File: src/rtl/riscv_mem_arbiter.sv
// riscv_mem_arbiter: shares one memory port between instruction fetch and load/store
module riscv_mem_arbiter #(
    parameter int AW         = 32,
    parameter int DW         = 32,
    parameter int STARVE_MAX = 4,
    parameter int TIMEOUT    = 64
) (
    input  logic            clk,
    input  logic            rst,
    input  logic            i_req,
    input  logic [AW-1:0]   i_addr,
    output logic            i_ack,
    output logic [DW-1:0]   i_rdata,
    output logic            i_err,
    input  logic            d_req,
    input  logic            d_we,
    input  logic [AW-1:0]   d_addr,
    input  logic [DW-1:0]   d_wdata,
    input  logic [DW/8-1:0] d_be,
    output logic            d_ack,
    output logic [DW-1:0]   d_rdata,
    output logic            d_err,
    output logic            m_req,
    output logic            m_we,
    output logic [AW-1:0]   m_addr,
    output logic [DW-1:0]   m_wdata,
    output logic [DW/8-1:0] m_be,
    input  logic [DW-1:0]   m_rdata,
    input  logic            m_ack,
    output logic            busy
);
    localparam int SW = $clog2(STARVE_MAX + 1);
    localparam int TW = TIMEOUT > 1 ? $clog2(TIMEOUT) : 1;

    typedef enum logic [1:0] {IDLE, BUSY_I, BUSY_D, RESP} state_t;

    state_t        state;
    logic [SW-1:0] starve_cnt;
    logic [TW-1:0] tmo_cnt;
    logic          grant_i;
    logic          tmo_hit;

    // fetch wins only when data is idle or has starved fetch long enough
    always_comb begin
        grant_i = i_req && (!d_req || starve_cnt == SW'(STARVE_MAX));
        tmo_hit = TIMEOUT != 0 && tmo_cnt == TW'(TIMEOUT - 1);
    end

    assign busy = state != IDLE;

    // arbitration, memory-side registers and response pulses
    always_ff @(posedge clk or negedge rst) begin
        if (!rst) begin
            state      <= IDLE;
            starve_cnt <= '0;
            tmo_cnt    <= '0;
            m_req      <= 1'b0;
            m_we       <= 1'b0;
            m_addr     <= '0;
            m_wdata    <= '0;
            m_be       <= '0;
            i_ack      <= 1'b0;
            i_rdata    <= '0;
            i_err      <= 1'b0;
            d_ack      <= 1'b0;
            d_rdata    <= '0;
            d_err      <= 1'b0;
        end else begin
            case (state)
                IDLE: begin
                    if (grant_i) begin
                        m_req      <= 1'b1;
                        m_we       <= 1'b0;
                        m_addr     <= i_addr;
                        m_wdata    <= '0;
                        m_be       <= '1;
                        tmo_cnt    <= '0;
                        starve_cnt <= '0;
                        state      <= BUSY_I;
                    end else if (d_req) begin
                        m_req      <= 1'b1;
                        m_we       <= d_we;
                        m_addr     <= d_addr;
                        m_wdata    <= d_wdata;
                        m_be       <= d_be;
                        tmo_cnt    <= '0;
                        starve_cnt <= !i_req ? '0 :
                                      starve_cnt == SW'(STARVE_MAX) ? starve_cnt : starve_cnt + SW'(1);
                        state      <= BUSY_D;
                    end
                end
                BUSY_I, BUSY_D: begin
                    if (m_ack || tmo_hit) begin
                        m_req <= 1'b0;
                        state <= RESP;
                        if (state == BUSY_I) begin
                            i_ack   <= 1'b1;
                            i_err   <= !m_ack;
                            i_rdata <= m_ack ? m_rdata : '0;
                        end else begin
                            d_ack   <= 1'b1;
                            d_err   <= !m_ack;
                            d_rdata <= m_ack ? m_rdata : '0;
                        end
                    end else begin
                        tmo_cnt <= tmo_cnt + TW'(1);
                    end
                end
                RESP: begin
                    i_ack <= 1'b0;
                    i_err <= 1'b0;
                    d_ack <= 1'b0;
                    d_err <= 1'b0;
                    state <= IDLE;
                end
                default: state <= IDLE;
            endcase
        end
    end
endmodule
File: config.mk
export PLATFORM = sky130hd
export DESIGN_NAME = riscv_mem_arbiter
export DESIGN_NICKNAME = d
export VERILOG_FILES = /design/src/rtl/riscv_mem_arbiter.sv
export SDC_FILE = /design/constraint.sdc
export NUM_CORES = 1
export LEC_CHECK = 0
export ABC_CLOCK_PERIOD_IN_PS = 1700
export BUFFER_PORTS_ARGS = -buffer_cell sky130_fd_sc_hd__buf_4
export CORE_MARGIN = 2
export CORE_UTILIZATION = 29
export DETAILED_ROUTE_END_ITERATION = 10
export SLEW_MARGIN = 20
export SYNTH_ARGS = -nofsm -noshare
export SYNTH_HDL_FRONTEND = slang
export SYNTH_SLANG_ARGS = --single-unit
File: constraint.sdc
create_clock -name clk -period 1.7 [get_ports clk]
set_input_delay 0.34 -clock clk [delete_from_list [all_inputs] [get_ports clk]]
set_output_delay 0.34 -clock clk [all_outputs]
set_load 0.01 [all_outputs]
== Word level (Yosys, flattened, before mapping) ==
Index checks and enable logic that the tools add are counted.

* Register bits after elaboration: 149
* Bits of input ports: 138
* Word-level logic and storage cells: 85

* $add $sub $neg: 2
* Equal/unequal tests: 11
* Muxes and demuxes: 37
* Bitwise gates (word level): 1
* Reduce and logical (&&, ||, !) cells: 20

{| class="wikitable"
|+ Operator list
! kind !! number
|-
| 32-bit two-way mux || 5
|-
| 3-bit AND reduction || 7
|-
| 6-bit two-way mux || 3
|-
| 1-bit two-way mux || 13
|-
| 3-bit two-way mux || 4
|-
| 6-bit one-hot mux with 2 select lines || 1
|-
| 1-bit one-hot mux with 2 select lines || 5
|-
| 4-bit two-way mux || 2
|-
| 2-bit != test, second input constant || 4
|-
| 2-bit nonzero test || 4
|-
| 6-bit by 1-bit adder with 6-bit output, second input constant || 1
|-
| 6-bit equality test, second input constant || 1
|-
| 2-bit two-way mux || 3
|-
| 3-bit != test, second input constant || 2
|-
| 2-bit one-hot mux with 3 select lines || 1
|-
| 2-bit equality test, second input constant || 2
|-
| 2-bit AND reduction || 2
|-
| 3-bit by 1-bit adder with 3-bit output, second input constant || 1
|-
| 3-bit equality test, second input constant || 1
|-
| 2-bit by 1-bit equality test with 1-bit output, second input constant || 1
|-
| 1-bit logical NOT || 2
|-
| 2-bit logical NOT || 1
|-
| 1-bit logical OR || 2
|-
| 2-bit OR reduction || 1
|-
| other kinds (2) || 2
|}

== Longest topological paths before layout ==
* Depth in word-level cells: 5
* Mapped depth: 8
* Mapped depth without buffers: 6

== Least setup slack after synthesis ==
No wires, ideal clock.

* Path kind: flip-flop to flip-flop
* Start: register state[0]
* End: register d_rdata[10]
* Arrival time: 1611 ps
* Path slack: -32 ps
* Stages on the path, launching flop included: 9
* Buffers on the path: 3
* Period minus slack after synthesis: 1732 ps
* Path through: dfrtp_1 -> inv_1 -> ha_1 -> buf_4 -> nor2b_2 -> and2_1 -> clkbuf_1 -> buf_2 -> a22o_1

* Longest elaborated chain between the ends: 3
* Elaborated cells on any way between the ends: 5

{| class="wikitable"
|+ RTL lines
! item !! RTL line !! text
|-
| start, declared || 37 || <nowiki>state_t state;</nowiki>
|-
| start signal, assigned || 54 || <nowiki>state <= IDLE;</nowiki>
|-
| start signal, assigned || 79 || <nowiki>state <= BUSY_I;</nowiki>
|-
| start signal, assigned || 89 || <nowiki>state <= BUSY_D;</nowiki>
|-
| 2-bit by 1-bit equality test with 1-bit output / 2-bit equality test (equally long branches) || 69, 96 ||
|-
| 2-bit OR reduction / 1-bit inverter (equally long branches) || -- ||
|-
| 3-bit AND reduction (no line) (*) || -- ||
|-
| end signal, assigned || 103 || <nowiki>d_rdata <= m_ack ? m_rdata : '0;</nowiki>
|-
| end, declared || 21 || <nowiki>output logic [DW-1:0] d_rdata,</nowiki>
|}

Every way passes the cells marked *; elsewhere a longest branch is shown, timed or not.
A chain may end at the register's enable or synchronous reset.

== Worst setup path in the final report ==
* Start: register state[1]
* End: register d_err

* Longest elaborated chain between the ends: 4
* Elaborated cells on any way between the ends: 9

{| class="wikitable"
|+ RTL lines
! item !! RTL line !! text
|-
| 2-bit by 1-bit equality test with 1-bit output / 2-bit equality test (equally long branches) || 69, 96 ||
|-
| 2-bit OR reduction || 69 || <nowiki>case (state)</nowiki>
|-
| 2-bit != test (no line) / 2-bit nonzero test (equally long branches) || -- ||
|-
| 3-bit AND reduction (no line) || -- ||
|-
| end signal, assigned || 102 || <nowiki>d_err <= !m_ack;</nowiki>
|-
| end, declared || 22 || <nowiki>output logic d_err,</nowiki>
|}

Several ways; a longest one is shown, not always the timed one.

==> impl_metrics.yaml <==
finish:
  final_nets: 1048
  layout_commonest_cell: "buf_4"
  drive_gt1_frac: 0.4186
  area_delta_synth_final_pct: 57.50
  multiInputGateArea_mm2: 0.002271
  nFillCells: 2029
  seqCellArea_mm2: 0.003729
  post-route-util: 0.4635
  mostFrequentLayoutCells: "buf_4, dfrtp_1, nand2_1, a22o_1, nor2_1"
  final_cell_area_mm2: 0.009713
  n_antenna_cell: 0
routing:
  drt-initial-drc-count: 297
  first_pass_iters: 4
  wl_per_cell_um: 16.35
  final_antenna_net_count: 0
  drc: 0
  wirelength_um: 19450
  vias_per_cell: 4.750
  num_vias: 5653
global_routing:
  grt_pass1_wl_um: 29370
  grt_pass1_vias: 5520
  antenna_found_initial: 0
  grt_max_degree: 66
  grt_usage: 0.1666
  overflow: 0
sta:
  fmax_ghz: 0.6149
  fin_tns_setup_ps: 0
  rsz0062_at_grt: "false"
  final-hold-violation-count: 0
  hold_ws_ps: 137.2
  fin_crit_ps: 1626
  final-max-slew-violation-count: 0
  post-route-period-util: 0.9566
  clock_skew_ps: 13.26
  worst_pin_slew_ps: 357.8
  setup_viol: 0
  maxSlewHeadroom: 0.7615
yosys:
  synth.distinct_cells: 44
  synth.avg_cell_area_um2: 10.40
  synth_edf_count: 0
  yosys_register_bits: 149
  ys_seq_area_frac: 0.6046
  synth.area.top_cells: "dfrtp_1, a22o_1, nand2_1"
  synth_fp_nets: 738
  syn_area_mm2: 0.006167
  synth_ff_type: "dfrtp_1"
  yosysTopAreaCellShare: 0.6046
  ys.warnings.count: 0
  async_flop_share: 1.000
  yosys.area.top_type: "dfrtp_1"
  synth_cells: 593
status:
  status: "finished, final reports clean"
setup_path:
  crit_fanout: 8
  slowest_delay_ps: 510
  critPathLaunchType: "flop"
  ff2ff_path_depth: 6
  r2r_end: "d_err"
  end_kind: "flop"
  cp_cell_sequence: "inv_2 -> buf_4 -> ha_2 -> or4_1 -> a21oi_1 -> a21bo_1"
  required_ps: 2050
  rrSetupSlack_ps: 70
  cp_data_arrival_time_ps: 1980
  worstSetupPathType: "flop to flop"
  r2r_start: "state[1]"
  cp_slowest_cell: "or4_1"
place:
  placed_area_mm2: 0.008922
  port_buffers: 276
  dp_hpwl_um: 13490
  routabilityCongestion: 0.7452
worst_hold_path:
  hold_class: "input port to flop"
  holdPathEnd: "m_wdata[29]"
  hold_start: "d_wdata[29]"
  hold_depth: 3
clock_tree:
  cts.sinks: 149
  cts_inserted_buffers: 17
  clock-root-buffer: "clkbuf_16"
  path_clk_slew_ps: 70
  cts_max_level: 4
  clk_latency_ps: 420
  cts_tree: "built"
  clockBufferDepth: 2
power:
  vdd_drop_max_uv: 679.3
  power_density_mw_per_mm2: 1885
  p_total_mw: 18.30
  p_clk_frac: 0.206
  p_int_mw: 11.74
  p_comb_frac: 0.460
  leakage_nw: 4.918
  pwr-share-seq: 0.334
  p_sw_frac: 0.3588
  p_switching_mw: 6.568
job:
  max_cap_violations: 0
floorplanning:
  fp.dieW_um: 149.8
  die_h_um: 149.8
  core_area_mm2: 0.02096
  start_util: 0.2943
  std_cell_rows: 53
  die_area_mm2: 0.02245
  ioPinCount: 277
==> state kept, by name, indices dropped and copies added, names as in the netlist, 2 cells and up <==
signal and count:
d_rdata 32, i_rdata 32, m_addr 32, m_wdata 32, tmo_cnt 6, m_be 4
starve_cnt 3, state 2
==> metrics by stage <==
step / setup WS, ps / instances
2_1_floorplan: 0.2717 / 593
3_3_place_gp: -46.39 / 1146
3_5_place_dp: -94.58 / 1146
4_1_cts: 5.954 / 1180
5_1_grt: 0.7374 / 1190
6_report: 73.78 / 1190
==> Yosys cell counts, types with 2 or more instances <==
| cell type | instances |
|---|---|
| mux2i_1 | 3 |
| clkbuf_1 | 11 |
| nand2b_1 | 5 |
| or4_1 | 2 |
| nand2_1 | 146 |
| ha_1 | 7 |
| nor2_1 | 39 |
| nand3_1 | 37 |
| a31oi_1 | 34 |
| a22o_1 | 64 |
| o21ai_1 | 6 |
| and3_1 | 5 |
| a21boi_1 | 2 |
| buf_2 | 28 |
| dfrtp_1 | 149 |
| o21ai_0 | 11 |
| and2_1 | 3 |
| buf_1 | 2 |
| a21oi_1 | 7 |
| inv_1 | 8 |
==> worst max-delay path, delay by kind of cell (launching register included) <==
kind / cells / cell delay, ps
buf+inv: 2 / 200
fa+ha+maj: 1 / 210
compound gates: 2 / 300
flops: 1 / 360
simple gates: 1 / 510
==> metal layers <==
layer  vias to the layer above  global-route usage  wire, um
met2                       278              0.2553      8840
met1                      2662              0.2192      8595
li1                       2701                   -         -
met4                         0             0.05236       182
met3                        12             0.06159      1833
met5                         -                   0         0
==> worst max-delay path by stage <==
stage / end / startpoint / cells after the start
floorplan: d_rdata[10] / state[0] / 8
global placement: tmo_cnt[0] / state[0] / 7
detailed placement: tmo_cnt[1] / state[0] / 7
CTS: d_err / state[1] / 6
global route: m_addr[4] / starve_cnt[0] / 8
finish: d_err / state[1] / 6
==> final cells by class <==
class | count | share of cell area
repair buffers | 333 | 0.2830
multi-input cells | 393 | 0.2338
flip-flops and latches | 149 | 0.3839
clock inverters | 14 | 0.01636
clock buffers | 17 | 0.04380
well taps | 275 | 0.03542
inverters | 9 | 0.003736
==> kinds of logic (layout without fill, tap and decap cells) <==
kind of cell,count (synthesis),in the layout,synth area share
adder cells (fa/ha/maj),7,7,0.01420
flip-flops,149,149,0.6046
buffers and inverters,51,373,0.03733
AND/OR/NAND/NOR,245,245,0.1716
AO/OA/AOI/OAI,137,137,0.1656
multiplexers,4,4,0.006695
==> power by group through the flow <==
stage               clock (mW)  sequential, mW  combinational (mW)
floorplan                    0            6.75                3.29
global placement             0            6.12                8.11
detailed placement           0            6.14                8.21
CTS                       3.90            6.11                8.34
global route              4.05            6.31                9.20
finish                    3.78            6.11                8.42
==> what timing repair did <==
item	in CTS	in global routing
pin swaps	0	4
endpoints found under the setup margin	69	100
buffers inserted	2	6
hold buffers	1	0
hold endpoints to repair	28	0
resized for setup	5	7
cloned	0	4
Power figures use the tool's default switching activity.
